[src/rtl/cdb_arbiter_pkg.sv]
// Shared system definitions used by the CDB arbiter and its result buffers.
// ROB_SIZE and XLEN are provided here as overridable macros.
`ifndef ROB_SIZE
`define ROB_SIZE 32
`endif
`ifndef XLEN
`define XLEN 32
`endif

package sys_defs;

    localparam int unsigned NUM_FU_DEFAULT = 3;
    localparam int unsigned ROB_TAG_W      = $clog2(`ROB_SIZE);

    typedef enum logic [1:0] {
        FU_ALU  = 2'd0,
        FU_MULT = 2'd1,
        FU_MEM  = 2'd2
    } FUNC_UNIT;

    typedef struct packed {
        logic                 valid;
        logic [ROB_TAG_W-1:0] Tag;
        logic [`XLEN-1:0]     Value;
    } CDB_PACKET;

endpackage

[src/rtl/cdb_result_fifo.sv]
// Per-functional-unit result buffer: a DEPTH-entry FIFO with wrapping
// pointers. Squash empties it synchronously and overrides push/pop.
module cdb_result_fifo #(
    parameter int unsigned DEPTH   = 2,
    parameter type         entry_t = logic [31:0]
) (
    input  logic   clock,
    input  logic   reset,
    input  logic   squash,
    input  logic   push_i,
    input  logic   pop_i,
    input  entry_t data_i,
    output entry_t data_o,
    output logic   empty_o,
    output logic   ready_o
);

    localparam int unsigned PTR_W = (DEPTH > 1) ? $clog2(DEPTH) : 1;
    localparam int unsigned CNT_W = $clog2(DEPTH + 1);

    entry_t           mem_q [DEPTH];
    logic [PTR_W-1:0] rd_q, rd_d;
    logic [PTR_W-1:0] wr_q, wr_d;
    logic [CNT_W-1:0] cnt_q, cnt_d;
    logic             do_push;
    logic             do_pop;

    function automatic logic [PTR_W-1:0] ptr_inc(input logic [PTR_W-1:0] p);
        return (p == PTR_W'(DEPTH - 1)) ? '0 : p + PTR_W'(1);
    endfunction

    assign do_push = push_i && (cnt_q != CNT_W'(DEPTH)) && !squash;
    assign do_pop  = pop_i  && (cnt_q != '0)            && !squash;

    assign data_o  = mem_q[rd_q];
    assign empty_o = (cnt_q == '0);
    assign ready_o = (cnt_q != CNT_W'(DEPTH));

    // Next pointer/count: squash clears, otherwise advance on push/pop.
    always_comb begin
        rd_d  = rd_q;
        wr_d  = wr_q;
        cnt_d = cnt_q;
        if (squash) begin
            rd_d  = '0;
            wr_d  = '0;
            cnt_d = '0;
        end else begin
            if (do_push) wr_d = ptr_inc(wr_q);
            if (do_pop)  rd_d = ptr_inc(rd_q);
            case ({do_push, do_pop})
                2'b10:   cnt_d = cnt_q + CNT_W'(1);
                2'b01:   cnt_d = cnt_q - CNT_W'(1);
                default: cnt_d = cnt_q;
            endcase
        end
    end

    // Pointer and occupancy registers.
    always_ff @(posedge clock or negedge reset) begin
        if (!reset) begin
            rd_q  <= '0;
            wr_q  <= '0;
            cnt_q <= '0;
        end else begin
            rd_q  <= rd_d;
            wr_q  <= wr_d;
            cnt_q <= cnt_d;
        end
    end

    // Entry storage; contents are meaningless while count is 0.
    always_ff @(posedge clock) begin
        if (do_push) mem_q[wr_q] <= data_i;
    end

endmodule

[src/rtl/cdb_arbiter.sv]
// Common data bus arbiter: buffers results from NUM_FU functional units,
// grants one per cycle round-robin and drives a registered CDB packet.
// Optional macro CDB_BYPASS_EN lets an input arriving at an empty buffer
// compete in the same cycle and broadcast without being buffered.
module cdb_arbiter
    import sys_defs::*;
#(
    parameter int unsigned NUM_FU = NUM_FU_DEFAULT,
    parameter int unsigned DEPTH  = 2,
    parameter int unsigned TAG_W  = $clog2(`ROB_SIZE)
) (
    input  logic                           clock,
    input  logic                           reset,
    input  logic                           squash,
    input  logic [NUM_FU-1:0]              fu_valid,
    input  logic [NUM_FU-1:0][TAG_W-1:0]   fu_tag,
    input  logic [NUM_FU-1:0][`XLEN-1:0]   fu_value,
    output logic [NUM_FU-1:0]              fu_ready,
    output CDB_PACKET                      cdb_packet
);

    localparam int unsigned RR_W = (NUM_FU > 1) ? $clog2(NUM_FU) : 1;

    typedef struct packed {
        logic [TAG_W-1:0] tag;
        logic [`XLEN-1:0] value;
    } entry_t;

    entry_t            in_entry   [NUM_FU];
    entry_t            fifo_head  [NUM_FU];
    logic [NUM_FU-1:0] fifo_empty;
    logic [NUM_FU-1:0] fifo_ready;
    logic [NUM_FU-1:0] push;
    logic [NUM_FU-1:0] pop;
    logic [NUM_FU-1:0] cand;

    logic              grant_valid;
    logic [RR_W-1:0]   grant_idx;
    entry_t            sel_entry;

    logic [RR_W-1:0]   rr_q, rr_d;
    CDB_PACKET         cdb_q, cdb_d;

    assign fu_ready   = fifo_ready;
    assign cdb_packet = cdb_q;

    for (genvar g = 0; g < NUM_FU; g++) begin : g_port
        logic granted;
        assign granted     = grant_valid && (grant_idx == RR_W'(g));
        assign in_entry[g] = '{tag: fu_tag[g], value: fu_value[g]};
`ifdef CDB_BYPASS_EN
        // An input at an empty buffer competes directly; if it wins it is
        // broadcast straight from the port and never written to the buffer.
        assign cand[g] = !fifo_empty[g] || fu_valid[g];
        assign push[g] = fu_valid[g] && fifo_ready[g] && !(granted && fifo_empty[g]);
`else
        assign cand[g] = !fifo_empty[g];
        assign push[g] = fu_valid[g] && fifo_ready[g];
`endif
        assign pop[g]  = granted && !fifo_empty[g];

        cdb_result_fifo #(
            .DEPTH   (DEPTH),
            .entry_t (entry_t)
        ) u_fifo (
            .clock   (clock),
            .reset   (reset),
            .squash  (squash),
            .push_i  (push[g]),
            .pop_i   (pop[g]),
            .data_i  (in_entry[g]),
            .data_o  (fifo_head[g]),
            .empty_o (fifo_empty[g]),
            .ready_o (fifo_ready[g])
        );
    end

    // Round-robin search from rr_q upward with wrap; first candidate wins.
    always_comb begin
        int unsigned idx;
        idx         = 0;
        grant_valid = 1'b0;
        grant_idx   = '0;
        for (int unsigned off = 0; off < NUM_FU; off++) begin
            idx = (32'(rr_q) + off) % NUM_FU;
            if (!grant_valid && cand[RR_W'(idx)]) begin
                grant_valid = 1'b1;
                grant_idx   = RR_W'(idx);
            end
        end
    end

    // Winning entry: buffer head, or the live input when bypassing.
    always_comb begin
        sel_entry = fifo_head[grant_idx];
`ifdef CDB_BYPASS_EN
        if (fifo_empty[grant_idx]) sel_entry = in_entry[grant_idx];
`endif
    end

    // Next broadcast and round-robin pointer; squash overrides any grant.
    always_comb begin
        cdb_d       = cdb_q;
        cdb_d.valid = 1'b0;
        rr_d        = rr_q;
        if (squash) begin
            rr_d = '0;
        end else if (grant_valid) begin
            cdb_d.valid = 1'b1;
            cdb_d.Tag   = ROB_TAG_W'(sel_entry.tag);
            cdb_d.Value = sel_entry.value;
            rr_d        = (grant_idx == RR_W'(NUM_FU - 1)) ? '0 : grant_idx + RR_W'(1);
        end
    end

    // Output packet and round-robin pointer registers.
    always_ff @(posedge clock or negedge reset) begin
        if (!reset) begin
            cdb_q <= '0;
            rr_q  <= '0;
        end else begin
            cdb_q <= cdb_d;
            rr_q  <= rr_d;
        end
    end

endmodule

[config.mk]
export PLATFORM = sky130hd
export DESIGN_NAME = cdb_arbiter
export DESIGN_NICKNAME = d
export VERILOG_FILES = /design/src/rtl/cdb_arbiter_pkg.sv /design/src/rtl/cdb_result_fifo.sv /design/src/rtl/cdb_arbiter.sv
export SDC_FILE = /design/constraint.sdc
export NUM_CORES = 1
export LEC_CHECK = 0
export ABC_AREA = 0
export CAP_MARGIN = 20
export CORE_MARGIN = 2
export CORE_UTILIZATION = 59
export DETAILED_ROUTE_END_ITERATION = 12
export PLACE_DENSITY = 0.95
export SLEW_MARGIN = 20
export SYNTH_ARGS = -nofsm -noshare
export SYNTH_HDL_FRONTEND = slang
export SYNTH_SLANG_ARGS = --single-unit
[constraint.sdc]
create_clock -name clock -period 8.3 [get_ports clock]
set_clock_uncertainty 0.2 [all_clocks]
set_input_delay 1.66 -clock clock [delete_from_list [all_inputs] [get_ports clock]]
set_output_delay 1.66 -clock clock [all_outputs]
set_load 0.03 [all_outputs]
==> summary.txt, run 1 <==
Outcome
  • Status: finished clean

Finish
  • Most common cell after layout, fill and taps aside: edfxtp_1
  • Fill cells: 1064
  • Final Cell Area: 13800 µm²
  • Share of layout cells above drive strength 1: 16.1%
  • Fin nets: 1001
  • Final cell utilization of the core: 74.0%
  • Most frequent cells in the layout: edfxtp_1 (222), clkdlybuf4s50_1 (156), nand2_1 (50)
  • Antenna Cells: 0
  • P&R area growth vs syn: 23.3%

Setup path
  • Crit path kind: flip-flop to flip-flop
  • Worst EP required: 8.44 ns
  • Worst setup path startpoint: rr_q[0]$_DFFE_PN0P_
  • Worst R2R Start: rr_q[0]$_DFFE_PN0P_
  • R2r endpoint: cdb_packet[31]$_DFFE_PN0P_
  • Crit path to: cdb_packet[31]$_DFFE_PN0P_
  • CP endpoint kind: flip-flop
  • FF-to-FF path depth: 8
  • CP Launch Type: flip-flop
  • Flop2flop setup slack: 4.24 ns
  • Worst-path fanout max: 39
  • Critical Path AT: 4.20 ns

Worst hold path
  • Worst min path class: flip-flop to flip-flop
  • Min-delay src: cdb_packet[11]$_DFFE_PN0P_

Drt
  • Drc violations: 0
  • Vias per cell: 6.28
  • DR pass1 iterations: 5
  • Final Routed Wirelength: 26.5 mm
  • Post-DRT Antenna Nets: 0
  • Routed len/inst: 23.4 µm
  • Routed met3 length: 2.25 mm
  • Max Used Layer: met4
  • Wl on met1: 9.33 mm
  • Via Count: 7130
  • Met2 wire length: 13.9 mm
  • Initial DRC count: 640

Floorplan
  • Die Y: 142 µm
  • Initial Utilization: 60.0%
  • CORE AREA: 18700 µm²
  • Die Footprint: 20100 µm²
  • Ports: 158
  • Site Rows: 50
  • Die X-Extent: 142 µm

Flow run
  • Total of max-cap violations: 0

Synth
  • Synth Cell Area: 11200 µm²
  • Syn nets: 849
  • Post-synth EDFFs: 222
  • Yosys warning count: 0
  • Post-synthesis sequential area ratio: 71.0%
  • Post-synth top flop: edfxtp_1
  • Synthesis-stage register bit count: 274
  • Synth cell types: 50
  • Mapped Cells: 729
  • Mean post-synth cell area: 15.4 µm²
  • Fraction of registers with async set/reset: 19.0%

Pwr
  • Switch Pwr: 0.00191 W
  • Maximum vdd drop: 233 µV
  • Pwr Density: 367 nW/µm²
  • Pleak: 4.78 nW
  • Seq pwr share: 37.4%
  • Internal power: 0.00317 W
  • Total power: 0.00508 W
  • Combinational share of power: 39.1%
  • Sw Share: 37.6%
  • Clock power frac: 23.5%

STA
  • Setup TNS: 0 ns
  • F_max: 0.246 GHz
  • Worst Setup Slack, final: 4.24 ns
  • Fin. max-slew vios: 0
  • Endpoints failing hold: 0
  • Worst-Margin Slew: 1.12 ns
  • Max-slew headroom: 25.2%
  • Setup violations, final: 0
  • RSZ-0062 raised after global routing: no
  • Final worst-path cycle share: 49.0%
  • Final min period: 4.06 ns

Global route
  • Largest net degree at the start of global routing: 76
  • First-pass GRT wire length: 40.1 mm
  • Gr usage total: 26.4%
  • Number of global-route vias before repair: 7345
  • Initial antenna violation count: 0
  • Grt ovf: 0

CTS
  • CTS Buf Count: 27
  • Clock slew at reported path FFs: 0.06 ns
  • Total clock sinks: 274
  • H-tree levels: 1
  • Clk_lat worst skew: 0.53 ns
  • Postcts setup bufs: 0
  • Cts repair resizes: 0
  • Root buf cell: clkbuf_16
  • CTS Buffer Depth: 3
  • CTS tree: built
  • Cts hold-fix bufs: 0

Place
  • Area after DPL: 13000 µm²
  • Placer Congestion: 0.869
  • DP HPWL: 16.5 mm
  • Pre-CTS setup slack: 3.81 ns
  • Port bufs: 157
## worst max-delay path, stage by stage, from the launching register on
cell,delay (ns)
dfrtp_1,0.37
inv_1,0.08
ha_1,0.47
nor3_1,0.39
a211oi_4,0.11
nor3_1,0.27
a21o_2,0.73
or2_2,0.99
o211ai_1,0.23
## synth_stat cells (7+ instances only)
library cell | count | share of area (%)
nor2_1 | 16 | 0.54
o211ai_1 | 7 | 0.47
dfrtp_1 | 52 | 12
buf_6 | 8 | 0.80
clkbuf_1 | 26 | 0.87
buf_2 | 10 | 0.45
o21ai_0 | 36 | 1.6
nand3_1 | 37 | 1.7
mux2_2 | 38 | 3.8
nor3_1 | 9 | 0.40
nand2b_1 | 43 | 2.4
mux2i_1 | 38 | 3.4
edfxtp_1 | 222 | 59
nand2_1 | 50 | 1.7
a21oi_1 | 8 | 0.36
o211ai_2 | 30 | 3.3
o2111ai_1 | 37 | 2.9
## power by group through the flow
stage / clock network, W / registers (W) / logic (W)
CTS: 0.00121 / 0.00189 / 0.00198
floorplan: 0 / 0.00201 / 0.00129
detailed placement: 0 / 0.00192 / 0.00195
finish: 0.00119 / 0.00190 / 0.00199
global placement: 0 / 0.00191 / 0.00187
global route: 0.00126 / 0.00191 / 0.00211
## state kept, by name, summed over array words and instances (netlist names)
register and cells:
rr_q 2, g_port.u_fifo.rd_q 3, cdb_packet 38, g_port.u_fifo.cnt_q 6, g_port.u_fifo.mem_q 222, g_port.u_fifo.wr_q 3
## logic make-up (layout without fill, tap and decap cells)
group | after synthesis | in the layout | synth area share (%)
XOR/XNOR | 7 | 7 | 0.546
AND/OR/NAND/NOR | 175 | 175 | 8.01
multiplexers | 76 | 76 | 7.20
flip-flops | 274 | 274 | 71.0
AO/OA/AOI/OAI | 138 | 138 | 10.2
adder cells (fa/ha/maj) | 3 | 3 | 0.335
buffers and inverters | 56 | 229 | 2.72
## final cells by class
type	count	area (µm²)	share of cell area (%)
clock inverters	16	154	1.11
well taps	234	293	2.12
clock buffers	34	722	5.22
flip-flops and latches	274	7970	57.6
multi-input cells	399	2980	21.5
repair buffers	175	1700	12.3
inverters	4	15.0	0.109
## stage by stage
step / hold slack [ns] / cells
finish: 0.294 / 1136
global route: 0.313 / 1136
CTS: 0.292 / 1136
detailed placement: 0.275 / 1086
global placement: 0.271 / 1086
floorplan: 0.318 / 729
## worst min path at each step
| stage | slack (ns) | to | depth (start not counted) |
|---|---|---|---|
| floorplan | 0.32 | cdb_packet[0]$_DFFE_PN0P_ | 2 |
| global placement | 0.27 | cdb_packet[14]$_DFFE_PN0P_ | 2 |
| detailed placement | 0.27 | cdb_packet[11]$_DFFE_PN0P_ | 2 |
| CTS | 0.29 | cdb_packet[11]$_DFFE_PN0P_ | 2 |
| global route | 0.31 | cdb_packet[11]$_DFFE_PN0P_ | 2 |
| finish | 0.29 | cdb_packet[11]$_DFFE_PN0P_ | 2 |
## routing by layer
layer  global-route usage, %  vias to the layer above
met4                    10.3                        0
met3                    3.98                       81
met5                       0                        -
met1                    32.0                     3517
li1                        -                     3115
met2                    47.7                      417
(Power assumes the default switching activity.)
==> run 2, diff against run 1 <==
--- a/config.mk
+++ b/config.mk
@@ -8,9 +8,9 @@
 export ABC_AREA = 0
 export CAP_MARGIN = 20
 export CORE_MARGIN = 2
-export CORE_UTILIZATION = 59
+export CORE_UTILIZATION = 49
 export DETAILED_ROUTE_END_ITERATION = 12
-export PLACE_DENSITY = 0.95
+export PLACE_DENSITY = 0.86
 export SLEW_MARGIN = 20
 export SYNTH_ARGS = -nofsm -noshare
 export SYNTH_HDL_FRONTEND = slang
==> constraint.sdc (replaced) <==
create_clock -name clock -period 3.46 [get_ports clock]
set_clock_uncertainty 0.2 [all_clocks]
set_input_delay 0.692 -clock clock [delete_from_list [all_inputs] [get_ports clock]]
set_output_delay 0.692 -clock clock [all_outputs]
set_load 0.03 [all_outputs]
==> run 2 against run 1 <==
Compared with the run above:
- worst setup slack got worse by 4.0 ns
- maximum frequency rose by 25%
- clock-buffer cell count rose by 3
- cell count rose by 5.2%
- final area rose by 1.4%
==> summary.txt, run 2 (synthesis results as in run 1) <==
Outcome
  • Status: finished clean

Finish
  • Fin nets: 1007
  • Max FFs per register: 222
  • Final Cell Area: 14000 µm²
  • P&R area growth vs syn: 25.0%
  • Share of layout cells above drive strength 1: 17.1%
  • Fill cells: 1658
  • Most frequent cells in the layout: edfxtp_1 (222), clkdlybuf4s50_1 (156), nand2_1 (50)
  • Final cell utilization of the core: 62.2%
  • Most flops, register: g_port.u_fifo.mem_q
  • Most common cell after layout, fill and taps aside: edfxtp_1

CTS
  • Cts repair resizes: 0
  • Clock slew at reported path FFs: 0.07 ns
  • Cts hold-fix bufs: 0
  • Root buf cell: clkbuf_16
  • CTS Buf Count: 27
  • Postcts setup bufs: 0
  • Total clock sinks: 274
  • Clk_lat worst skew: 0.53 ns
  • CTS Buffer Depth: 3
  • CTS tree: built
  • H-tree levels: 1

Global route
  • Number of global-route vias before repair: 7234
  • First-pass GRT wire length: 40.2 mm
  • Largest net degree at the start of global routing: 49
  • Gr usage total: 21.7%
  • Grt ovf: 0
  • Initial antenna violation count: 2

Drt
  • Post-DRT Antenna Nets: 0
  • Vias per cell: 5.81
  • Routed len/inst: 22.2 µm
  • DR pass1 iterations: 4
  • Initial DRC count: 484
  • Final Routed Wirelength: 26.5 mm
  • Drc violations: 0
  • Via Count: 6942

STA
  • F_max: 0.307 GHz
  • Final min period: 3.26 ns
  • Max-slew headroom: 41.2%
  • Setup violations, final: 0
  • Worst hold slack: 0.0183 ns
  • Worst-Margin Slew: 0.882 ns
  • Fin. max-slew vios: 0
  • Final worst-path cycle share: 94.1%
  • Endpoints failing hold: 0
  • RSZ-0062 raised after global routing: no
  • Setup TNS: 0 ns

Place
  • Placer Congestion: 0.905
  • Port bufs: 157
  • Area after DPL: 13100 µm²
  • DP HPWL: 17.7 mm

Pwr
  • Total power: 0.0124 W
  • Sw Share: 36.6%
  • Clock power frac: 25.1%
  • Pwr Density: 886 nW/µm²
  • Pleak: 4.84 nW
  • Seq pwr share: 37.1%
  • Combinational share of power: 37.9%
  • Maximum vdd drop: 639 µV
  • Internal power: 0.00788 W
  • Switch Pwr: 0.00455 W

Floorplan
  • Die Y: 155 µm
  • CORE AREA: 22600 µm²
  • Die X-Extent: 155 µm
  • Die Footprint: 24100 µm²
  • Initial Utilization: 49.7%
  • Site Rows: 55
  • Ports: 158

Setup path
  • Worst setup path startpoint: rr_q[0]$_DFFE_PN0P_
  • CP endpoint kind: flip-flop
  • Worst R2R Start: rr_q[0]$_DFFE_PN0P_
  • Critical Path AT: 3.50 ns
  • Worst EP required: 3.70 ns
  • Flop2flop setup slack: 0.20 ns
  • CP Launch Type: flip-flop
  • Worst-path fanout max: 38
  • Crit path kind: flip-flop to flip-flop

Worst hold path
  • Worst min path class: input port to asynchronous set/reset pin

Flow run
  • Total of max-cap violations: 0
## run 2: cell types whose count changed in the layout (fill, tap and decap cells not counted), sizes merged
cell | before | now
buf | 19 | 25
bufinv | 3 | 6
clkbuf | 34 | 37
clkinv | 12 | 4
clkinvlp | 0 | 2
diode | 0 | 2
## run 2: layer usage
| layer | share of wire, % | global-route usage (%) | vias up |
|---|---|---|---|
| met5 | 0 | 0 | - |
| met4 | 3.6 | 7.86 | 0 |
| met3 | 7.0 | 3.59 | 62 |
| met2 | 51 | 38.1 | 308 |
| met1 | 38 | 27.3 | 3438 |
| li1 | - | - | 3134 |
## run 2: critical path: stages, from the launching register on
cell and delay [ns]:
dfrtp_1 0.37, inv_1 0.08, ha_1 0.55, nor3_1 0.15, a211oi_4 0.34, nor4_2 0.11, or2_4 0.34, inv_2 0.58
o2111ai_1 0.27, o211ai_2 0.16
## run 2: layout make-up
cell class,instances,area [µm²],share of cell area (%)
sequential,274,7970,56.8
multi-input combinational,399,2980,21.2
timing repair buffer,181,1750,12.4
clock buffer,37,733,5.23
tap,285,357,2.54
clock inverter,13,223,1.59
inverter,4,15.0,0.107
antenna,2,5.00,0.0357
## run 2: power groups by stage
stage	clock network, W	registers [W]	logic (W)
detailed placement	0	0.00467	0.00468
finish	0.00311	0.00461	0.00471
global route	0.00331	0.00466	0.00506
global placement	0	0.00465	0.00453
CTS	0.00317	0.00461	0.00471
floorplan	0	0.00482	0.00310
## run 2: final timing paths
path                                         endpoint  cells after the start
max                        cdb_packet[19]$_DFFE_PN0P_                      9
min                        cdb_packet[27]$_DFFE_PN0P_                      1
max reg2reg                cdb_packet[19]$_DFFE_PN0P_                      9
min reg2reg                 cdb_packet[3]$_DFFE_PN0P_                      2
max in group asynchronous  cdb_packet[13]$_DFFE_PN0P_                      2
min in group clock          cdb_packet[3]$_DFFE_PN0P_                      2
## run 2: per-stage QoR
stage / instances / worst slack [ns]
6_report: 1195 / 0.203
5_1_grt: 1195 / 0.0405
4_1_cts: 1193 / 0.253
3_5_place_dp: 1143 / 0.272
3_3_place_gp: 1143 / 0.453
2_1_floorplan: 729 / -0.877
